[config.mk]
export PLATFORM = sky130hd
export DESIGN_NAME = seq_detect_n
export DESIGN_NICKNAME = d
export VERILOG_FILES = /design/src/rtl/seq_detect_pkg.sv /design/src/rtl/sat_counter.sv /design/src/rtl/seq_detect_n.sv
export SDC_FILE = /design/constraint.sdc
export NUM_CORES = 1
export LEC_CHECK = 0
export CORE_ASPECT_RATIO = 1.1
export CORE_UTILIZATION = 30
export DETAILED_ROUTE_END_ITERATION = 7
export GPL_TIMING_DRIVEN = 0
export SLEW_MARGIN = 20
export SYNTH_ARGS = -nofsm -noshare
export SYNTH_HDL_FRONTEND = slang
export SYNTH_SLANG_ARGS = --single-unit
[constraint.sdc]
create_clock -name clk -period 1.6 [get_ports clk]
set_input_delay 0.32 -clock clk [delete_from_list [all_inputs] [get_ports clk]]
set_output_delay 0.32 -clock clk [all_outputs]
set_load 0.1 [all_outputs]
[src/rtl/seq_detect_pkg.sv]
// Shared constants for the serial pattern detector.
// Latency: none (definitions only).
// Backpressure: none (definitions only).
package seq_detect_pkg;
    localparam int         DEFAULT_PAT_W     = 4;
    localparam logic [3:0] DEFAULT_RESET_PAT = 4'b1101;
    localparam logic       FOUND             = 1'b1;
    localparam logic       NOTFOUND          = 1'b0;
endpackage

[src/rtl/sat_counter.sv]
// Saturating up-counter with synchronous clear; clear wins over increment.
// Latency: q updates one clock after clr/inc.
// Backpressure: none; holds at all-ones instead of wrapping.
module sat_counter #(
    parameter int W = 8
) (
    input  logic         clk,
    input  logic         reset,
    input  logic         clr,
    input  logic         inc,
    output logic [W-1:0] q
);
    logic [W-1:0] q_q;
    logic [W-1:0] q_d;

    always_comb begin
        q_d = q_q;
        if (clr) begin
            q_d = '0;
        end else if (inc && (q_q != {W{1'b1}})) begin
            q_d = q_q + W'(1);
        end
    end

    always_ff @(posedge clk or negedge reset) begin
        if (!reset) begin
            q_q <= '0;
        end else begin
            q_q <= q_d;
        end
    end

    assign q = q_q;
endmodule

[src/rtl/seq_detect_n.sv]
// Serial detector for a loadable PAT_W-bit pattern, overlapping or not.
// Latency: y is combinational in the last-bit cycle; y_q/count follow one clock later.
// Backpressure: en=0 freezes detection state; load restarts it.
module seq_detect_n
    import seq_detect_pkg::*;
#(
    parameter int               PAT_W     = DEFAULT_PAT_W,
    parameter int               CNT_W     = 8,
    parameter logic [PAT_W-1:0] RESET_PAT = DEFAULT_RESET_PAT
) (
    input  logic             clk,
    input  logic             reset,
    input  logic             x,
    input  logic             en,
    input  logic             load,
    input  logic [PAT_W-1:0] pattern,
    input  logic             overlap,
    output logic             y,
    output logic             y_q,
    output logic [CNT_W-1:0] count
);
    localparam int               FILL_W   = $clog2(PAT_W);
    localparam logic [FILL_W-1:0] FILL_MAX = FILL_W'(PAT_W - 1);

    logic [PAT_W-1:0]  pat_q,  pat_d;
    logic [PAT_W-2:0]  hist_q, hist_d;
    logic [FILL_W-1:0] fill_q, fill_d;
    logic              y_q_q;
    logic [PAT_W-1:0]  shifted;

    assign shifted = {hist_q, x};

    always_comb begin
        y = NOTFOUND;
        if (en && !load && (fill_q == FILL_MAX) && (shifted == pat_q)) begin
            y = FOUND;
        end
    end

    always_comb begin
        pat_d  = pat_q;
        hist_d = hist_q;
        fill_d = fill_q;
        if (load) begin
            pat_d  = pattern;
            hist_d = '0;
            fill_d = '0;
        end else if (en) begin
            hist_d = shifted[PAT_W-2:0];
            // Non-overlapping mode throws the matched bits away so the next
            // match needs a full fresh pattern.
            if (y && !overlap) begin
                fill_d = '0;
            end else if (fill_q != FILL_MAX) begin
                fill_d = fill_q + FILL_W'(1);
            end
        end
    end

    always_ff @(posedge clk or negedge reset) begin
        if (!reset) begin
            pat_q  <= RESET_PAT;
            hist_q <= '0;
            fill_q <= '0;
            y_q_q  <= 1'b0;
        end else begin
            pat_q  <= pat_d;
            hist_q <= hist_d;
            fill_q <= fill_d;
            y_q_q  <= y;
        end
    end

    assign y_q = y_q_q;

    sat_counter #(.W(CNT_W)) u_cnt (
        .clk   (clk),
        .reset (reset),
        .clr   (load),
        .inc   (y),
        .q     (count)
    );
endmodule

# ---- After elaboration in Yosys (flattened, before gate mapping)
# Cells that the tools add are included.
dict set report word_totals {
  regBits 18
  inputBits 10
  out_inout_bits 10
  wordCells 31
}
dict set report classes {
  n_addsub 2
  eq_ne 4
  n_mux 9
  n_reduce_logical 11
}
# cell n
set ops {}
lappend ops {{$mux W8} 2}
lappend ops {{$add A8 B1 Y8 const B} 1}
lappend ops {{$mux W2} 4}
lappend ops {{$ne A8 B8 Y1 const B} 1}
lappend ops {{$mux W3} 2}
lappend ops {{$logic_and A1 B1 Y1} 5}
lappend ops {{$eq A4 B4 Y1} 1}
lappend ops {{$reduce_bool A2 Y1} 2}
lappend ops {{$reduce_bool A3 Y1} 1}
lappend ops {{$add A2 B1 Y2 const B} 1}
lappend ops {{$eq A2 B2 Y1 const B} 1}
lappend ops {{$logic_not A1 Y1} 2}
lappend ops {{$ne A2 B2 Y1 const B} 1}
lappend ops {{$reduce_and A2 Y1} 1}
lappend ops {{$mux W1} 1}

# ---- Logic depth before layout (Yosys ltp)
dict set report depth {
  word_depth 9
  depth_mapped 6
  mapped_depth_nobuf 5
}

# ---- Hierarchy
# From an unflattened synthesis, not the netlist that was laid out.
dict set report unflattened {
  cells_unflattened 88
  hier_area_um2 962.2
}
# module instances cells_each area_per_inst_um2 seq_area_each_um2
set modules_own_cells {}
lappend modules_own_cells {seq_detect_n 1 39 498.0 254.0}
lappend modules_own_cells {sat_counter 1 49 464.2 200.2}

# ---- Least setup slack after synthesis
# OpenSTA, ideal clock, no wires.
dict set report synth_timing {
  path_kind {register -> output}
  start {reg pat_q[0]}
  end {out y}
  arrival_ps 2210
  required_time_ps 1280
  path_slack_ps -930
  stages_incl_launch_ff 4
  n_path_buf 0
  cell_sequence {dfstp_2 xnor2_2 nand4b_4 nor2_1}
}
dict set report synth_between {
  elab_chain_cells 3
}
# item line
set synth_rtl {}
lappend synth_rtl {{from (decl)} seq_detect_n.sv:25} ;# logic [PAT_W-1:0] pat_q, pat_d;
lappend synth_rtl {{from (signal assigned)} seq_detect_n.sv:67} ;# pat_q <= pat_d;
lappend synth_rtl {{$eq A4 B4 Y1} seq_detect_n.sv:35} ;# if (en && !load && (fill_q == FILL_MAX) && (shifted == pat_q)) begin
lappend synth_rtl {{$logic_and A1 B1 Y1} seq_detect_n.sv:35}
lappend synth_rtl {{$mux W1} seq_detect_n.sv:35}
lappend synth_rtl {{to (decl)} seq_detect_n.sv:18} ;# output logic y,
# No other way between the ends.

# ---- Worst setup path in the final report
dict set report layout_timing {
  start {reg u_cnt.q_q[4] (netlist: u_cnt.q[4])}
  end {reg u_cnt.q_q[5] (netlist: u_cnt.q[5])}
}
dict set report layout_between {
  elab_chain_cells 3
  word_cells_on_any_way 6
  cone_classes {add/sub: 1; eq/ne: 1; mux: 2; reduce/logical: 2}
}
# item line
set layout_rtl {}
lappend layout_rtl {{from (decl)} sat_counter.sv:13} ;# logic [W-1:0] q_q;
lappend layout_rtl {{from (signal assigned)} sat_counter.sv:29} ;# q_q <= q_d;
lappend layout_rtl {{$add A8 B1 Y8 or $ne A8 B8 Y1 (tied branches)} {sat_counter.sv:21, sat_counter.sv:20}}
lappend layout_rtl {{$mux W8 or $logic_and A1 B1 Y1 (tied branches)} sat_counter.sv:20} ;# end else if (inc && (q_q != {W{1'b1}})) begin
lappend layout_rtl {{$mux W8 or $reduce_bool A2 Y1 (tied branches)} --}
# Several ways; a longest one is shown, not always the timed one. The select of a mux whose other input is x is not followed.
# A chain may end at the register's enable or synchronous reset.

==> impl_metrics.toml <==
[worst_setup_path]
startpoint_type = "flip-flop"
arrival_ns = 1.98
r2r_setup_slack_ns = -0.16
ff2ff_path_depth = 6
cp_max_fo = 6
end_kind = "flip-flop"
startpoint = "u_cnt.q[4]"
r2r_end = "u_cnt.q[5]"
cp.required_ns = 1.81
r2r-start = "u_cnt.q[4]"
critPathKind = "flip-flop to flip-flop"
crit_end = "u_cnt.q[5]"

[flow_run]
max_cap_viol_count = 0

[pwr]
leakage_nw = 0.577
switching_share = 0.259
seqPwrFrac = 0.537
p_comb_frac = 0.144
p_int_uw = 682
p_switching_uw = 238
power.share.clock = 0.319
peakVddDrop_mv = 0.599
powerDensity_nw_per_um2 = 648

[timing]
skew_ns = 0.0161
tightest_slew_ns = 0.856
fmax_mhz = 567
slew_violations = 0
fin_crit_sh = 1.10
setup_viol = 9
setup_tns_ns = -0.905
grt_setup_unrepaired = "yes"
hold_viol = 0
slew_headroom = 0.428
min_period_ns = 1.76
fin_ws_ns = -0.163

[synthesis]
synth_cells = 80
synth_cell_types = 27
netlist_area_um2 = 978
synth-warning-count = 0
syn_area_per_cell_um2 = 12.2
seq_area_frac_synth = 0.464
syn_nets = 92
ys_seq_elements = 18

[global_route]
grt_pass1_vias = 676
grt_pass1_wl_um = 3220
antenna_found_initial = 0
grt-ovfl-total = 0
grt_use_total = 0.125
grt_max_degree = 19

[detailed_routing]
drt-total-wl_um = 2060
drt_pre_antenna_iters = 4
detail-route-antenna-nets = 0
via_per_inst = 4.95
drt_iter0_markers = 14
vias = 728
routedWlPerCell_um = 14.0
drc_errors = 0

[worst_hold_path]
hp-class = "input pin to flip-flop"
min_from = "load"

[finish]
synthToLayoutAreaGrowth_pct = 45.1
nets = 126
num_antenna_cells = 0
fillers = 290
layout-drive-gt1-share = 0.504
final_core_util = 0.462

[floorplan]
core.rowCount = 21
die_w_um = 56.5
initial_core_util = 0.318
die_area_um2 = 3490
coreArea_um2 = 3070
io_pins = 20
die_h_um = 61.9

[clock_network]
clockBufferDepth = 2
path_clk_slew_ns = 0.12
cts_made_buffers = 3
clock-sinks = 18
cts_tree = "yes"
clk_latency_ns = 0.31
cts_root_buf = "clkbuf_4"
htreeDepth = 1

[placed_design]
gp_congestion = 0.684
dp_hpwl_um = 1350
io_buffers = 17

[outcome]
failed_checks = "setup timing"
status = "finished, violations left"
==> cells in the final DEF, fill, tap and decap left out, drive strengths merged, types with 2 or more instances in the layout <==
cell,instances
clkdlybuf4s50,7
nor3,3
nor4,4
dfstp,3
ha,2
nand4,2
buf,24
clkbuf,5
dfrtp,15
xnor2,11
and4,2
nor2,14
mux2i,5
nand3,3
mux2,4
==> Yosys cell counts <==
library cell | count | share of area
a21oi_1 | 1 | 0.0051
a31o_1 | 1 | 0.0090
and2_1 | 1 | 0.0064
and4_1 | 2 | 0.018
buf_2 | 2 | 0.010
buf_6 | 1 | 0.012
clkbuf_1 | 1 | 0.0038
dfrtp_1 | 15 | 0.38
dfstp_2 | 3 | 0.081
ha_1 | 2 | 0.026
inv_2 | 1 | 0.0038
mux2_1 | 4 | 0.046
mux2i_1 | 5 | 0.051
nand3_1 | 2 | 0.010
nand3_4 | 1 | 0.018
nand4_1 | 2 | 0.013
nand4b_4 | 1 | 0.024
nor2_1 | 14 | 0.054
nor3_1 | 2 | 0.010
nor3_2 | 1 | 0.010
nor4_2 | 3 | 0.038
nor4_4 | 1 | 0.022
nor4b_2 | 1 | 0.015
o32ai_2 | 1 | 0.017
or2b_1 | 1 | 0.0077
xnor2_1 | 10 | 0.090
xnor2_2 | 1 | 0.017
==> worst min-delay path by stage <==
stage                           end  slack [ns]  cells past startpoint
after floorplan           fill_q[0]        0.02                      0
after global placement     pat_q[1]        0.49                      1
after detailed placement   pat_q[1]        0.50                      1
after CTS                 hist_q[2]        0.30                      2
after global routing      hist_q[2]        0.31                      2
final                     hist_q[2]        0.31                      2
==> through the flow <==
| stage | hold WS [ns] | std cells | cell area (um^2) | setup slack, ns | total power, mW |
|---|---|---|---|---|---|
| final | 0.306 | 147 | 1420 | -0.163 | 0.921 |
| after floorplan | 0.0244 | 80 | 1030 | -0.160 | 0.578 |
| after global placement | 0.493 | 131 | 1240 | -1.29 | 0.617 |
| after global routing | 0.308 | 147 | 1420 | -0.232 | 0.965 |
| after detailed placement | 0.499 | 131 | 1240 | -1.30 | 0.622 |
| after CTS | 0.304 | 142 | 1330 | -0.201 | 0.934 |
==> registers in the layout, summed over array words and instances (netlist names) <==
register,flops
y_q,1
hist_q,3
u_cnt.q,8
pat_q,4
fill_q,2
==> worst max-delay path, cell delays in order (launching register included) <==
cell and delay [ns]:
dfrtp_4 0.49, and4_4 0.20, and4_1 0.20, buf_6 0.14, nor4_4 0.34, a21oi_2 0.09
a31o_1 0.20
==> power by group through the flow <==
| stage | combinational [mW] | sequential [mW] | clock [mW] |
|---|---|---|---|
| floorplan | 0.0797 | 0.499 | 0 |
| global placement | 0.117 | 0.500 | 0 |
| detailed placement | 0.120 | 0.502 | 0 |
| CTS | 0.129 | 0.493 | 0.312 |
| global route | 0.145 | 0.497 | 0.324 |
| finish | 0.133 | 0.494 | 0.294 |
==> cell families after synthesis <==
group                    Yosys count  share of synthesized area
XOR/XNOR                          11                      0.106
flip-flops                        18                      0.464
buffers and inverters              5                     0.0294
multiplexers                       9                     0.0972
adder cells (fa/ha/maj)            2                     0.0256
AND/OR/NAND/NOR                   32                      0.247
AO/OA/AOI/OAI                      3                     0.0307
==> cell type report <==
type	instances	area (um^2)	area share
buffer	4	25.0	0.0176
tap	34	42.5	0.0300
timing repair buffer	29	260	0.183
multi-input combinational	57	578	0.407
sequential	18	474	0.334
clock buffer	4	36.3	0.0256
inverter	1	3.75	0.00264
==> layer usage <==
layer / vias to the layer above / share of wire / track usage
li1: 348 / - / -
met1: 358 / 0.43 / 0.149
met2: 17 / 0.51 / 0.208
met3: 5 / 0.045 / 0.0435
met4: 0 / 0.015 / 0.0523
met5: - / 0 / 0
==> repair_timing <==
action / 4_1_cts / 5_1_grt
buffers inserted: 7 / 5
resized for setup: 58 / 11
cloned: 0 / 0
hold buffers: 0 / 0
pin swaps: 4 / 9
setup endpoints to repair: 18 / 11
(Power assumes the default switching activity.)
